File: src/rtl/mem_resp_pkg.sv
// rtl/mem_resp_pkg.sv - shared types and helpers for the data-memory responder
package mem_resp_pkg;

  typedef enum logic [1:0] {IDLE, WAIT, RESP} resp_state_t;

  localparam int WORD_BYTES = 4;

  function automatic int idx_width(input int mem_size);
    return (mem_size > 1) ? $clog2(mem_size) : 1;
  endfunction

endpackage

File: src/rtl/data_mem_array.sv
// rtl/data_mem_array.sv - single-port word memory, synchronous write, registered read
module data_mem_array
  import mem_resp_pkg::*;
#(
  parameter int Bits    = 32,
  parameter int MemSize = 64,
  parameter int IW      = idx_width(MemSize)
) (
  input  logic            clk,
  input  logic            we,
  input  logic            re,
  input  logic [IW-1:0]   idx,
  input  logic [Bits-1:0] wdata,
  output logic [Bits-1:0] rdata
);

  logic [Bits-1:0] mem [MemSize];

  always_ff @(posedge clk) begin
    if (we) mem[idx] <= wdata;
    if (re) rdata <= mem[idx];
  end

endmodule

File: src/rtl/data_mem_responder.sv
// rtl/data_mem_responder.sv - load/store responder with programmable wait states
module data_mem_responder
  import mem_resp_pkg::*;
#(
  parameter int Bits    = 32,
  parameter int MemSize = 64,
  parameter int LATENCY = 2
) (
  input  logic            clk,
  input  logic            rst,
  input  logic            mem_read,
  input  logic            mem_write,
  input  logic [Bits-1:0] addr,
  input  logic [Bits-1:0] wdata,
  output logic [Bits-1:0] rdata,
  output logic            rvalid,
  output logic            stall,
  output logic            err
);

  localparam int IW  = idx_width(MemSize);
  localparam int OFS = $clog2(WORD_BYTES);

  resp_state_t     state;
  logic [3:0]      cnt;
  logic            op_write;
  logic [IW-1:0]   idx_q;
  logic [Bits-1:0] wdata_q;
  logic            loaded;

  logic            req;
  logic            illegal;
  logic            enter_resp;
  logic            acc_write;
  logic            we;
  logic            re;
  logic [IW-1:0]   acc_idx;
  logic [Bits-1:0] acc_wdata;
  logic [Bits-1:0] arr_rdata;
  logic [Bits-1:0] word;

  assign req     = mem_read | mem_write;
  assign word    = addr >> OFS;
  assign illegal = (addr[OFS-1:0] != '0) || (word >= Bits'(MemSize)) || (mem_read & mem_write);

  // In IDLE the access (LATENCY=1 only) uses live inputs; afterwards the latched copy.
  always_comb begin
    stall      = 1'b0;
    enter_resp = 1'b0;
    acc_idx    = idx_q;
    acc_write  = op_write;
    acc_wdata  = wdata_q;
    case (state)
      IDLE: begin
        stall      = req;
        acc_idx    = word[IW-1:0];
        acc_write  = mem_write;
        acc_wdata  = wdata;
        enter_resp = req && !illegal && (LATENCY == 1);
      end
      WAIT: begin
        stall      = 1'b1;
        enter_resp = (cnt == 4'd0);
      end
      default: ;
    endcase
  end

  // Reset on the RESP-entry edge suppresses both the commit and the load.
  assign we = enter_resp & acc_write & ~rst;
  assign re = enter_resp & ~acc_write & ~rst;

  always_ff @(posedge clk) begin
    if (rst) begin
      state  <= IDLE;
      cnt    <= 4'd0;
      rvalid <= 1'b0;
      err    <= 1'b0;
      loaded <= 1'b0;
    end else begin
      rvalid <= re;
      err    <= 1'b0;
      if (re) loaded <= 1'b1;
      case (state)
        IDLE: begin
          if (req) begin
            idx_q    <= word[IW-1:0];
            wdata_q  <= wdata;
            op_write <= mem_write;
            if (illegal) begin
              state <= RESP;
              err   <= 1'b1;
            end else if (LATENCY == 1) begin
              state <= RESP;
            end else begin
              state <= WAIT;
              cnt   <= 4'(LATENCY - 2);
            end
          end
        end
        WAIT: begin
          if (cnt == 4'd0) state <= RESP;
          else cnt <= cnt - 4'd1;
        end
        RESP:    state <= IDLE;
        default: state <= IDLE;
      endcase
    end
  end

  data_mem_array #(
    .Bits    (Bits),
    .MemSize (MemSize),
    .IW      (IW)
  ) u_array (
    .clk   (clk),
    .we    (we),
    .re    (re),
    .idx   (acc_idx),
    .wdata (acc_wdata),
    .rdata (arr_rdata)
  );

  // The array read register has no reset, so rdata reads as zero until the first load.
  assign rdata = loaded ? arr_rdata : '0;

endmodule

File: config.mk
export PLATFORM = sky130hd
export DESIGN_NAME = data_mem_responder
export DESIGN_NICKNAME = d
export VERILOG_FILES = /design/src/rtl/mem_resp_pkg.sv /design/src/rtl/data_mem_array.sv /design/src/rtl/data_mem_responder.sv
export SDC_FILE = /design/constraint.sdc
export NUM_CORES = 2
export LEC_CHECK = 0
export CORE_UTILIZATION = 30
export CTS_CLUSTER_DIAMETER = 150
export DETAILED_ROUTE_END_ITERATION = 8
export GPL_TIMING_DRIVEN = 1
export PLACE_DENSITY_LB_ADDON = 0.1
export SYNTH_ARGS = -nofsm -noshare
export SYNTH_HDL_FRONTEND = slang
export SYNTH_HIERARCHICAL = 1
export SYNTH_SLANG_ARGS = --single-unit
File: constraint.sdc
create_clock -name clk -period 5.4 [get_ports clk]
set_input_delay 0.81 -clock clk [delete_from_list [all_inputs] [get_ports clk]]
set_output_delay 0.81 -clock clk [all_outputs]
set_load 0.05 [all_outputs]
==> Word-level counts from Yosys, hierarchy flattened <==
Memories as Yosys holds them, arrays and structs flattened. A register that Yosys moved wholly into a read port is not among the register bits.
Index checks and enable logic that the tools add are counted.
{ "classes": {"muxes": 17, "add_sub_neg": 1, "magnitude_cmp": 1, "n_eq_ne": 5, "bitwise_logic": 10, "n_reduce_logical": 10} }
{ "op_table": {"columns": ["op", "n"], "rows": [
  ["$mux W32", 2],
  ["$ge A30 B7 Y1 const B", 1],
  ["$mux W4", 3],
  ["$ne A2 B2 Y1 const B", 4],
  ["$pmux W4 S2", 1],
  ["$mux W2", 3],
  ["$mux W6", 1],
  ["$and A1 B1 Y1", 5],
  ["$mux W1", 5],
  ["$logic_not A4 Y1", 1],
  ["$not A1 Y1", 4],
  ["$pmux W2 S2", 1],
  ["$reduce_and A4 Y1", 1],
  ["$reduce_bool A2 Y1", 2],
  ["$sub A4 B1 Y4 const B", 1],
  ["$reduce_and A3 Y1", 1],
  ["$reduce_or A3 Y1", 1],
  ["$eq A2 B1 Y1 const B", 1],
  ["$logic_not A2 Y1", 1],
  ["$logic_or A1 B1 Y1", 2],
  ["$pmux W1 S2", 1],
  ["$reduce_and A2 Y1", 1],
  ["$or A1 B1 Y1", 1]
]} }
{ "totals": {"out_inout_bits": 35, "memories": 1, "elab_cells": 53, "ramBits": 2048, "register_bits": 48, "in_bits": 68} }
{ "memory_table": {"columns": ["memory", "depth", "width", "read_ports", "rd_ports_with_merged_regs", "write_ports", "line_no", "text"], "rows": [
  ["u_array.mem", 64, 32, 1, 1, 1, "data_mem_array.sv:17", "logic [Bits-1:0] mem [MemSize];"]
]} }

==> Logic depth before layout (Yosys ltp) <==
{ "depth": {"ltp_word": 6, "depth_mapped": 17, "depth_no_buf": 8} }

==> By module <==
Netlist, hierarchy kept.
{ "modules_own_cells": {"columns": ["module", "instances", "seq_area_each_um2", "area_per_inst_um2", "cells_per_inst"], "rows": [
  ["data_mem_array", 1, 62459.9, 79248.5, 4239],
  ["data_mem_responder", 1, 1351.3, 2449.8, 185]
]} }

==> Worst setup path before layout <==
OpenSTA, ideal clock, no wires.
{ "synth_timing": {"kind": "reg-to-reg", "startpoint": "register state[1]", "endpoint": "memory u_array.mem[11][0], enable pin", "period_less_slack_ns": 4.429, "setup_slack_ns": 0.971, "path_stages_with_launch": 13, "t_required_ns": 4.979, "setup_time_ns": 0.421, "arrival_ns": 4.008, "n_path_buf": 7, "cell_sequence": "dfxtp_1 -> or2_2 -> clkbuf_1 -> mux2_2 -> buf_2 -> buf_2 -> buf_2 -> buf_2 -> buf_2 -> buf_2 -> nor2b_1 -> nand2_1 -> nor2_1"} }
{ "synth_between": {"word_cells_on_any_way": 9, "classes_between": "eq/ne (1); mux (5); bitwise (2); reduce/logical (1)"} }
{ "synth_rtl": {"columns": ["item", "line_no", "text"], "rows": [
  ["from (decl)", "data_mem_responder.sv:24", "resp_state_t state;"],
  ["from (signal assigned)", "data_mem_responder.sv:75", "state <= IDLE;"],
  ["from (signal assigned)", "data_mem_responder.sv:91", "state <= RESP;"],
  ["from (signal assigned)", "data_mem_responder.sv:94", "state <= RESP;"],
  ["$logic_not A2 Y1", "data_mem_responder.sv:53", "case (state)"],
  ["$mux W6", "data_mem_responder.sv:53", null],
  ["net acc_idx[2]", "data_mem_responder.sv:37", "logic [IW-1:0] acc_idx;"],
  ["to (decl)", "data_mem_array.sv:17", null]
]} }
The timed path passes the listed nets, and every way through them passes these cells.

==> Worst setup path in the final report <==
{ "layout_timing": {"startpoint": "register state[0]", "endpoint": "register u_array.rdata[14], read port of u_array.mem (data pin)"} }
{ "layout_between": {"word_cells_on_any_way": 8, "classes_between": "eq/ne (1); mux (3); bitwise (3); reduce/logical (1)"} }
{ "layout_rtl": {"columns": ["item", "line_no", "text"], "rows": [
  ["$logic_not A2 Y1", "data_mem_responder.sv:53", null],
  ["$mux W6", "data_mem_responder.sv:53", null],
  ["net acc_idx[1]", "data_mem_responder.sv:37", null],
  ["to (decl)", "data_mem_array.sv:14", "output logic [Bits-1:0] rdata"]
]} }
The timed path passes the listed nets, and every way through them passes these cells.
A chain may end at the register's enable or synchronous reset.

==> results.cfg <==
[outcome]
status = completed

[setup_path]
cp_top_family = compound AO/OA/AOI/OAI gates
start_kind = flip-flop
path_cells = or2_2 > mux2_8 > buf_4 > buf_4 > and3b_1 > buf_4 > a22oi_1 > a31oi_1 > a2111oi_1 > buf_4 > nand3_1
crit_path_max_incr_delay_ps = 1040
crit_buf_inv = 4
r2r_slack_ps = 200
crit_top_cell = buf_4
arrival_ps = 5820
crit_path_end_kind = flip-flop
required_ps = 6010
worstSetupPathType = reg -> reg
crit_slowest_cell = a2111oi_1
cp_max_fo = 40

[logic_synthesis]
yosysTopAreaCellShare_pct = 77.9
syn-num-nets = 4493
ys_seq_area_share_pct = 78.1
yosysUniqueCellTypes = 68
synthArstFlopShare_pct = 0
synth_edf_count = 2119
synthTopCellsByArea = edfxtp_1 (78%), mux2i_1 (3.2%), mux4_2 (2.6%)
syn_inst = 4424
ys.flop_type = edfxtp_1
synth_top_family_by_area = compound AO/OA/AOI/OAI gates
synth-seq-cells = 2128
syn_area_per_cell_um2 = 18.5
yosys.area_share.simple_pct = 3.23
synth_compound_gate_area_share_pct = 8.58
synth_xor_area_share_pct = 0
synth_adder_area_share_pct = 0.0153
synthMuxAreaShare_pct = 8.38
synth_area_um2 = 81700
synth.largest_area_cell = edfxtp_1
synth_warnings = 6

[clock_tree]
numCtsBuffers = 236
clk_latency_ps = 900
hold_buffers = 0
cts_setup_buffers = 0
cts.reportedPaths.clkPinSlew_ps = 60
clk_path_buf_depth = 4
cts.sinks = 2128
cts_tree = done
htree_levels = 4
cts-root-buf = clkbuf_16
cts_resized = 0

[global_route]
grt_overflow_total = 0
antenna_found_initial = 12
grt_pass1_vias = 45100
track_usage_pct = 19.6
grt_max_degree = 90
grt_first_pass_wirelength_um = 375000

[drt]
met3_length_um = 11400
viasPerCell = 5.18
routedWlPerCell_um = 31.7
met2_length_um = 131000
vias = 44200
dr.max_layer_used = met4
firstDrtPassIters = 5
m1WireLength_um = 122000
antenna_left = 0
routed_wl_um = 271000
drc = 0
dr.first_iter.drc_count = 4047

[pwr]
p_leak_uw = 0.0308
share_clk_of_total_power_pct = 41.7
switchingPower_uw = 8710
pwr-share-seq_pct = 49.9
ir_drop_v = 0.000277
power_density_nw_per_um2 = 381
total_power_uw = 36900
internal_power_uw = 28200
combPwrFrac_pct = 8.5
swShare_pct = 23.6

[timing]
rsz0062_at_grt = false
hold_viol_final = 0
final_max_slew_viol_count = 0
fin_worst_skew_ps = 59.9
fin_tns_setup_ps = 0
worst_slack_ps = 196
post-route-min-period_ps = 5200
fin_crit_sh_pct = 96.4
setup_viol = 0
fmax_mhz = 192
worst_pin_slew_ps = 1330
max-slew-margin-rel_pct = 10.9

[place]
post_dp_cell_area_um2 = 89600
hpwlAfterDp_um = 165000
gp_congestion = 0.786
dp_worst_setup_slack_ps = -104
io_buffers = 102

[cells_and_area]
areaGrowthSynthToFinish_pct = 18.6
final_common_cell = edfxtp_1
drive_gt1_share_pct = 20.1
nets = 4835
mostFrequentLayoutCells = edfxtp_1 (2,119), mux2i_1 (260), buf_4 (246), clkbuf_16 (238), a22oi_1 (188)
postLayoutCellArea_um2 = 96900

[worst_hold_path]
hp-class = in -> reg

[die]
die_h_um = 524
die_area_um2 = 274000
core_um2 = 271000
top_level_ports = 103
start_util_pct = 30.2
num_rows = 191
die_x_um = 524

[flow_run]
maxCapViolCount = 0
metrics by stage:
step | instances | util [%] | hold WS [ps]
global placement | 8098 | 33.1 | 513
detailed placement | 8098 | 33.1 | 508
CTS | 8526 | 35.8 | 412
floorplan | 4424 | - | 461
finish | 8534 | 35.8 | 486
global route | 8527 | 35.8 | 434
sequential cells by signal (all words and copies together), names as in the netlist:
name,flops
rvalid,1
cnt,4
wdata_q,32
idx_q,6
err,1
state,2
u_array/rdata,32
loaded,1
u_array/mem,2048
op_write,1
path summary, 6_finish.rpt:
path,start,endpoint,cells after the start
worst max-delay path,state[0],u_array/rdata[14],11
worst min register to register,cnt[1],cnt[1],2
worst max register to register,state[0],u_array/rdata[14],11
worst min-delay path,wdata[28],wdata_q[28],1
cell usage after synthesis (3+ instances only):
cell and instances:
a221oi_1 175, a2111oi_0 16, o21ai_0 85, or4_1 15, buf_1 34, o221ai_1 6
inv_1 5, nand3_1 55, buf_12 3, nor2_1 151, a21oi_1 124, edfxtp_1 2119
a31oi_1 45, o2bb2ai_1 15, nand2_1 31, a211oi_1 19, nor3_1 27, or3_1 5
a22o_1 66, mux2_2 185, and2_1 37, nand4_1 3, buf_2 86, o22ai_1 93
or4b_1 14, a222oi_1 16, a22oi_1 188, mux4_2 96, dfxtp_1 9, nor4_1 18
a221o_1 15, nand2b_1 19, nor2b_1 10, mux2i_1 260, and3_1 85, o22a_1 70
clkbuf_1 173, buf_4 8, o311ai_0 4
cell families after synthesis:
logic type | after synthesis
AOI/OAI and AO/OA | 953
and+or+nand+nor | 488
adders and majority gates | 1
muxes | 541
DFF | 2128
buffers and inverters | 313
layout make-up:
type / instances / area [um^2]
timing repair buffer: 411 / 4130
clock inverter: 139 / 1060
multi-input combinational: 1983 / 17200
fill: 25400 / 174000
tap: 3570 / 4470
antenna: 8 / 20.0
inverter: 6 / 30.0
sequential: 2128 / 63800
clock buffer: 289 / 6150
layer usage:
layer / vias to the layer above / global-route usage [%]
met1: 23700 / 27.0
met5: - / 0
met4: 0 / 4.52
met3: 315 / 2.51
li1: 19100 / -
met2: 1088 / 32.7
power groups by stage:
stage / Combinational, uW / Clock [uW] / Sequential, uW
2_1_floorplan: 1650 / 0 / 18800
3_3_place_gp: 3190 / 0 / 18800
3_5_place_dp: 3200 / 0 / 18800
4_1_cts: 3200 / 15800 / 18400
5_1_grt: 3320 / 16400 / 18400
6_report: 3120 / 15400 / 18400
Power figures use the tool's default switching activity.
